==> config.mk <==
export PLATFORM = sky130hd
export DESIGN_NAME = mmio_art_key_target
export DESIGN_NICKNAME = d
export VERILOG_FILES = /design/src/rtl/mmio_art_key_target_pkg.sv /design/src/rtl/mmio_art_key_target_sync_fifo.sv /design/src/rtl/mmio_art_key_target.sv
export SDC_FILE = /design/constraint.sdc
export NUM_CORES = 1
export LEC_CHECK = 0
export BUFFER_PORTS_ARGS = -buffer_cell sky130_fd_sc_hd__buf_4
export CAP_MARGIN = 10
export CORE_MARGIN = 4
export CORE_UTILIZATION = 58
export CTS_BUF_LIST = sky130_fd_sc_hd__clkbuf_2 sky130_fd_sc_hd__clkbuf_4 sky130_fd_sc_hd__clkbuf_8
export DETAILED_ROUTE_END_ITERATION = 8
export PLACE_DENSITY = 0.83
export SETUP_SLACK_MARGIN = 0.05
export SYNTH_ARGS = -nofsm -noshare
export SYNTH_HDL_FRONTEND = slang
export SYNTH_SLANG_ARGS = --single-unit
==> constraint.sdc <==
create_clock -name clk -period 4.25 [get_ports clk]
set_input_delay 0.85 -clock clk [delete_from_list [all_inputs] [get_ports clk]]
set_output_delay 0.85 -clock clk [all_outputs]
set_load 0.01 [all_outputs]
==> src/rtl/mmio_art_key_target_pkg.sv <==
// mmio_pkg: shared constants, register map and TX state encoding for the ART/KEY responder.
package mmio_pkg;
    localparam logic [63:0] BASE_ADDR_DEF = 64'h8000_0000;
    localparam logic [1:0] REG_ART_TX   = 2'd0;
    localparam logic [1:0] REG_STAT     = 2'd1;
    localparam logic [1:0] REG_KEY_DATA = 2'd2;
    localparam logic [1:0] REG_IRQ_CTRL = 2'd3;
    localparam int ST_TX_FULL     = 0;
    localparam int ST_TX_EMPTY    = 1;
    localparam int ST_RX_NONEMPTY = 2;
    localparam int ST_IRQ_PENDING = 3;
    localparam int ST_TX_OVF      = 4;
    localparam int ST_RX_OVF      = 5;
    localparam logic [3:0] IRQ_KEY = 4'd1;
    typedef enum logic [1:0] {S_IDLE, S_START, S_DATA, S_STOP} tx_state_t;
endpackage

==> src/rtl/mmio_art_key_target_sync_fifo.sv <==
// sync_fifo: power-of-two synchronous FIFO; a pop in the same cycle frees room for a push when full.
module sync_fifo #(
    parameter int DEPTH = 8,
    parameter int WIDTH = 8
) (
    input  logic                       clk,
    input  logic                       reset,
    input  logic                       i_push,
    input  logic [WIDTH-1:0]           i_din,
    input  logic                       i_pop,
    output logic [WIDTH-1:0]           o_dout,
    output logic                       o_full,
    output logic                       o_empty,
    output logic [$clog2(DEPTH):0]     o_count
);
    localparam int AW = $clog2(DEPTH);
    logic [WIDTH-1:0] r_mem [DEPTH];
    logic [AW-1:0] r_wr, r_rd;
    logic [AW:0] r_count;
    logic w_push, w_pop;
    assign o_empty = r_count == '0;
    assign o_full = r_count == (AW+1)'(DEPTH);
    assign o_count = r_count;
    assign o_dout = r_mem[r_rd];
    assign w_pop = i_pop & ~o_empty;
    assign w_push = i_push & (~o_full | w_pop);
    always_ff @(posedge clk) begin
        if (reset) begin
            r_wr <= '0;
            r_rd <= '0;
            r_count <= '0;
        end else begin
            if (w_push) begin
                r_mem[r_wr] <= i_din;
                r_wr <= r_wr + 1'b1;
            end
            if (w_pop) r_rd <= r_rd + 1'b1;
            r_count <= r_count + (AW+1)'(w_push) - (AW+1)'(w_pop);
        end
    end
endmodule

==> src/rtl/mmio_art_key_target.sv <==
// mmio_art_key_target: bus responder for the UART TX (ART) and keyboard RX (KEY) windows,
// with TX/RX FIFOs, an 8N1 serializer and a key interrupt.
module mmio_art_key_target
    import mmio_pkg::*;
#(
    parameter logic [63:0] BASE_ADDR    = BASE_ADDR_DEF,
    parameter int          CLKS_PER_BIT = 434,
    parameter int          TX_DEPTH     = 16,
    parameter int          RX_DEPTH     = 8
) (
    input  logic        clk,
    input  logic        reset,
    input  logic [63:0] bus_address,
    input  logic [63:0] bus_write_data,
    input  logic        bus_write_enable,
    input  logic        bus_read_enable,
    output logic [63:0] bus_read_data,
    input  logic        key_valid,
    input  logic [7:0]  key_data,
    output logic        uart_tx,
    output logic [3:0]  interrupt_vector,
    input  logic        interrupt_done
);
    localparam int CW = $clog2(CLKS_PER_BIT);
    tx_state_t r_state;
    logic [CW-1:0] r_cnt;
    logic [2:0] r_idx;
    logic [7:0] r_shift;
    logic r_tx, r_irq, r_irq_en, r_tx_ovf, r_rx_ovf;
    logic [63:0] r_rdata;
    logic w_hit, w_wr, w_rd, w_bit_end;
    logic [1:0] w_reg;
    logic w_tx_push, w_tx_pop, w_tx_full, w_tx_empty;
    logic w_rx_pop, w_rx_full, w_rx_empty, w_rx_last;
    logic [7:0] w_tx_dout, w_rx_dout;
    logic [$clog2(TX_DEPTH):0] w_tx_count;
    logic [$clog2(RX_DEPTH):0] w_rx_count;
    logic [63:0] w_stat, w_rmux;
    assign w_hit = bus_address[63:5] == BASE_ADDR[63:5];
    assign w_reg = bus_address[4:3];
    assign w_wr = bus_write_enable & w_hit;
    assign w_rd = bus_read_enable & w_hit;
    assign w_tx_push = w_wr & (w_reg == REG_ART_TX);
    assign w_tx_pop = (r_state == S_IDLE) & ~w_tx_empty;
    assign w_rx_pop = w_rd & (w_reg == REG_KEY_DATA) & ~w_rx_empty;
    // RX drains to empty only if this pop is not refilled by a coincident key
    assign w_rx_last = w_rx_pop & ~key_valid & (w_rx_count == 1);
    assign w_bit_end = r_cnt == CW'(CLKS_PER_BIT - 1);
    assign w_stat = {58'b0, r_rx_ovf, r_tx_ovf, r_irq, ~w_rx_empty, w_tx_empty, w_tx_full};
    assign w_rmux = (w_reg == REG_STAT) ? w_stat :
                    (w_reg == REG_KEY_DATA) ? (w_rx_empty ? 64'd0 : {55'b0, 1'b1, w_rx_dout}) :
                    (w_reg == REG_IRQ_CTRL) ? {63'b0, r_irq_en} : 64'd0;
    assign bus_read_data = r_rdata;
    assign uart_tx = r_tx;
    assign interrupt_vector = r_irq ? IRQ_KEY : 4'd0;
    sync_fifo #(.DEPTH(TX_DEPTH), .WIDTH(8)) u_tx_fifo (
        .clk(clk), .reset(reset), .i_push(w_tx_push), .i_din(bus_write_data[7:0]),
        .i_pop(w_tx_pop), .o_dout(w_tx_dout), .o_full(w_tx_full), .o_empty(w_tx_empty),
        .o_count(w_tx_count)
    );
    sync_fifo #(.DEPTH(RX_DEPTH), .WIDTH(8)) u_rx_fifo (
        .clk(clk), .reset(reset), .i_push(key_valid), .i_din(key_data),
        .i_pop(w_rx_pop), .o_dout(w_rx_dout), .o_full(w_rx_full), .o_empty(w_rx_empty),
        .o_count(w_rx_count)
    );
    always_ff @(posedge clk) begin
        if (reset) begin
            r_rdata <= '0;
            r_irq <= 1'b0;
            r_irq_en <= 1'b1;
            r_tx_ovf <= 1'b0;
            r_rx_ovf <= 1'b0;
        end else begin
            if (bus_read_enable) r_rdata <= w_hit ? w_rmux : 64'd0;
            if (w_wr && w_reg == REG_IRQ_CTRL) r_irq_en <= bus_write_data[0];
            r_tx_ovf <= (w_tx_push & w_tx_full & ~w_tx_pop) |
                        (r_tx_ovf & ~(w_wr & (w_reg == REG_STAT) & bus_write_data[ST_TX_OVF]));
            r_rx_ovf <= (key_valid & w_rx_full & ~w_rx_pop) |
                        (r_rx_ovf & ~(w_wr & (w_reg == REG_STAT) & bus_write_data[ST_RX_OVF]));
            r_irq <= (key_valid & (~w_rx_full | w_rx_pop) & r_irq_en) |
                     (r_irq & ~interrupt_done & ~w_rx_last);
        end
    end
    // Serializer: uart_tx is registered and changes on the edge that enters each bit
    always_ff @(posedge clk) begin
        if (reset) begin
            r_state <= S_IDLE;
            r_tx <= 1'b1;
            r_cnt <= '0;
            r_idx <= '0;
            r_shift <= '0;
        end else begin
            r_cnt <= (r_state == S_IDLE || w_bit_end) ? '0 : r_cnt + 1'b1;
            case (r_state)
                S_IDLE: if (w_tx_pop) begin
                    r_state <= S_START;
                    r_tx <= 1'b0;
                    r_shift <= w_tx_dout;
                end
                S_START: if (w_bit_end) begin
                    r_state <= S_DATA;
                    r_tx <= r_shift[0];
                    r_shift <= r_shift >> 1;
                    r_idx <= '0;
                end
                S_DATA: if (w_bit_end) begin
                    r_state <= (r_idx == 3'd7) ? S_STOP : S_DATA;
                    r_tx <= (r_idx == 3'd7) ? 1'b1 : r_shift[0];
                    r_shift <= r_shift >> 1;
                    r_idx <= r_idx + 3'd1;
                end
                S_STOP: if (w_bit_end) r_state <= S_IDLE;
                default: r_state <= S_IDLE;
            endcase
        end
    end
endmodule
==> metrics <==
number of synthesized flops with an enable pin=192; post-route design area=13200 um2; Synth Flop Type=edfxtp_1; H-tree depth=2; largest net degree at the start of global routing=53; initial antenna violation count=0; placed cell area=12300 um2; post-synthesis average cell area=15.0 um2; most common cell after layout, fill and taps aside=edfxtp_1; busiest grt layer=met2; Logic pwr share=20.7%; Slew HR=26.3%; asr flop ratio synth=0%; CTS tree=built; gr usage total=21.5%; via count=6800; FF-to-FF path depth=5; placed cells=1122; Top Ports=211; hold buffers post-CTS=0; footprint of the multi-input gates=3830 um2; CP Capture Point=u_rx_fifo.o_count[2]; Via density=5.67; Hold Path Class=reg -> reg; critical path required time=4.65 ns; TNS Setup=0 ns; most frequent cells in the layout=edfxtp_1 (192), buf_4 (128), dfxtp_1 (65), conb_1 (58); RD Place Congestion=0.831; DIE AREA=22000 um2; Layout Nets=1073; Synth Register Bits=258; drt total wl=23200 um; clk slew on worst S/H paths=0.06 ns; post-DP HPWL=16000 um; Detailed Route Iter0 Violations=593; area grow syn2layout=15.7%; Non-Filler Instances=1199; CTS resizes=0; CP max FO=5; met3 Usage GRT=4.66%; CTS buffer count=42; final period utilization=72.7%; ANT cells=0; status=finished clean; Final ANT Viol Nets=0; crit path launch type=input port; Setup Skew=0.0165 ns; Clock Power Share=33.5%; total core area=19400 um2; Slew @ Worst Pin=1.11 ns; clock latency on the worst-skew pair=0.53 ns; DRC viols=0; chip width=148 um; Critical path origin=bus_address[56]; minimum clock period=3.09 ns; register area=7090 um2; DR pass1 iterations=5; RSZ-0062 raised after global routing=no; first-pass GRT wire length=36800 um; Die H=148 um; WS Path Type=in -> reg; met1 usage in global routing=29.4%; WL/cell=19.4 um; PD cells=491 nW/um2; P_sw=1.73 mW; vias in the first global route=6955; internal cell power=4.75 mW; fmax=324 MHz; initial core utilization=58.8%; Max-cap violations=0; library cells used by synthesis=56; worst-case clock buffer depth=3; grt total ovfl=0; Rows=51; Post-Syn Instances=759; Root Buffer=clkbuf_8; fillcell total=1276; Port-buffer cells=93; RR Endpoint=r_shift[5]; Yosys warnings=0; Static Leakage=4.85 nW; part of the power in registers=45.8%; clock sinks=258; Slew Viols, Final=0; post-synthesis sequential area ratio=62.1%; Switching Share=26.7%; Synth Cell Area=11400 um2; CP endpoint kind=flop; Arr. time, crit path=3.49 ns; Hold Fails Final Rpt=0; hold slack=0.458 ns; Setup Buffers After CTS=0; reg2reg setup slack=1.34 ns; GR Util met2=34.8%; layout cells sized above 1=29.7%; endpoints failing setup=0; Max IR drop VDD=294 uV
critical path, cell delays in order:
cell	delay [ns]
buf_4	0.11
nor4_1	0.43
nand4_1	0.29
nor4_1	0.35
buf_4	0.21
and2_1	0.18
ha_1	0.24
inv_1	0.06
ha_1	0.16
inv_1	0.06
fa_1	0.37
xor2_1	0.13
nor2_1	0.05
how the worst min path moves through the flow:
stage                                 from                to  cells past startpoint
after floorplan                   r_cnt[0]          r_cnt[0]                      1
after global placement    bus_read_data[0]  bus_read_data[0]                      2
after detailed placement  bus_read_data[0]  bus_read_data[0]                      2
after CTS                 bus_read_data[0]  bus_read_data[0]                      2
after global routing              r_rx_ovf          r_rx_ovf                      2
final                     bus_read_data[0]  bus_read_data[0]                      2
Yosys cell counts (all sizes together), types with 2 or more instances:
cell type / count / area share (%)
nand3: 13 / 0.57
buf: 70 / 4.6
mux4: 56 / 12
nor4: 28 / 1.8
nand2: 23 / 0.76
ha: 28 / 3.1
a21o: 2 / 0.13
clkinv: 2 / 0.066
a211oi: 2 / 0.13
a22oi: 7 / 0.58
dfxtp: 66 / 12
xnor2: 8 / 0.61
xor2: 7 / 0.54
mux2i: 11 / 0.97
a21oi: 14 / 0.61
edfxtp: 192 / 51
and2: 2 / 0.11
or3: 3 / 0.16
a31o: 3 / 0.23
o21ai: 20 / 0.91
nor3: 24 / 1.1
or2: 2 / 0.11
inv: 28 / 0.92
and3: 2 / 0.11
clkbuf: 17 / 0.56
fa: 2 / 0.35
nor2b: 10 / 0.55
and4: 2 / 0.15
nor3b: 2 / 0.13
nand4: 21 / 1.2
nand2b: 5 / 0.27
nor2: 49 / 1.6
nor4b: 4 / 0.31
a32oi: 4 / 0.31
mux2: 19 / 1.9
registers in the layout, indices dropped and copies added (netlist names), 2 cells and up, named ones only:
| name | flops |
|---|---|
| bus_read_data | 9 |
| r_cnt | 9 |
| r_idx | 3 |
| r_shift | 8 |
| r_state | 2 |
| u_rx_fifo.o_count | 4 |
| u_rx_fifo.r_mem | 64 |
| u_rx_fifo.r_rd | 3 |
| u_rx_fifo.r_wr | 3 |
| u_tx_fifo.o_count | 5 |
| u_tx_fifo.r_mem | 128 |
| u_tx_fifo.r_rd | 4 |
| u_tx_fifo.r_wr | 4 |
per-stage QoR:
| step | util (%) | worst slack [ns] | power, mW |
|---|---|---|---|
| 4_1_cts | 68.0 | 1.15 | 6.54 |
| 5_1_grt | 68.0 | 0.965 | 6.82 |
| 3_5_place_dp | 63.5 | 0.590 | 4.36 |
| 6_report | 68.0 | 1.16 | 6.48 |
| 2_1_floorplan | - | 0.982 | 4.05 |
| 3_3_place_gp | 63.5 | 0.669 | 4.31 |
per-layer routing:
layer  wire, um  share of wire, %
met1       9350                40
met2      11200                48
met3       2100               9.0
met4        607               2.6
met5          0                 0
logic make-up after synthesis:
kind of cell	count (synthesis)	share of synthesized area [%]
flip-flops	258	62.1
buffers and inverters	117	6.15
AO/OA/AOI/OAI	56	3.19
XOR/XNOR	15	1.15
other	1	0.0329
multiplexers	86	14.5
adder cells (fa/ha/maj)	30	3.42
AND/OR/NAND/NOR	196	9.41
cell type report:
cell class                      instances  area share, %
Sequential cell                       258           53.7
Multi-Input combinational cell        441           29.0
Timing Repair Buffer                  128           7.28
Clock buffer                           72           6.42
Tap cell                              265           2.51
Inverter                               30          0.853
Clock inverter                          5          0.209
power by group through the flow:
stage | combinational [mW] | sequential (mW) | clock (mW)
floorplan | 1.12 | 2.93 | 0
global placement | 1.29 | 3.01 | 0
detailed placement | 1.34 | 3.02 | 0
CTS | 1.35 | 2.97 | 2.22
global route | 1.49 | 2.99 | 2.34
finish | 1.34 | 2.97 | 2.17
Power figures use the tool's default switching activity.
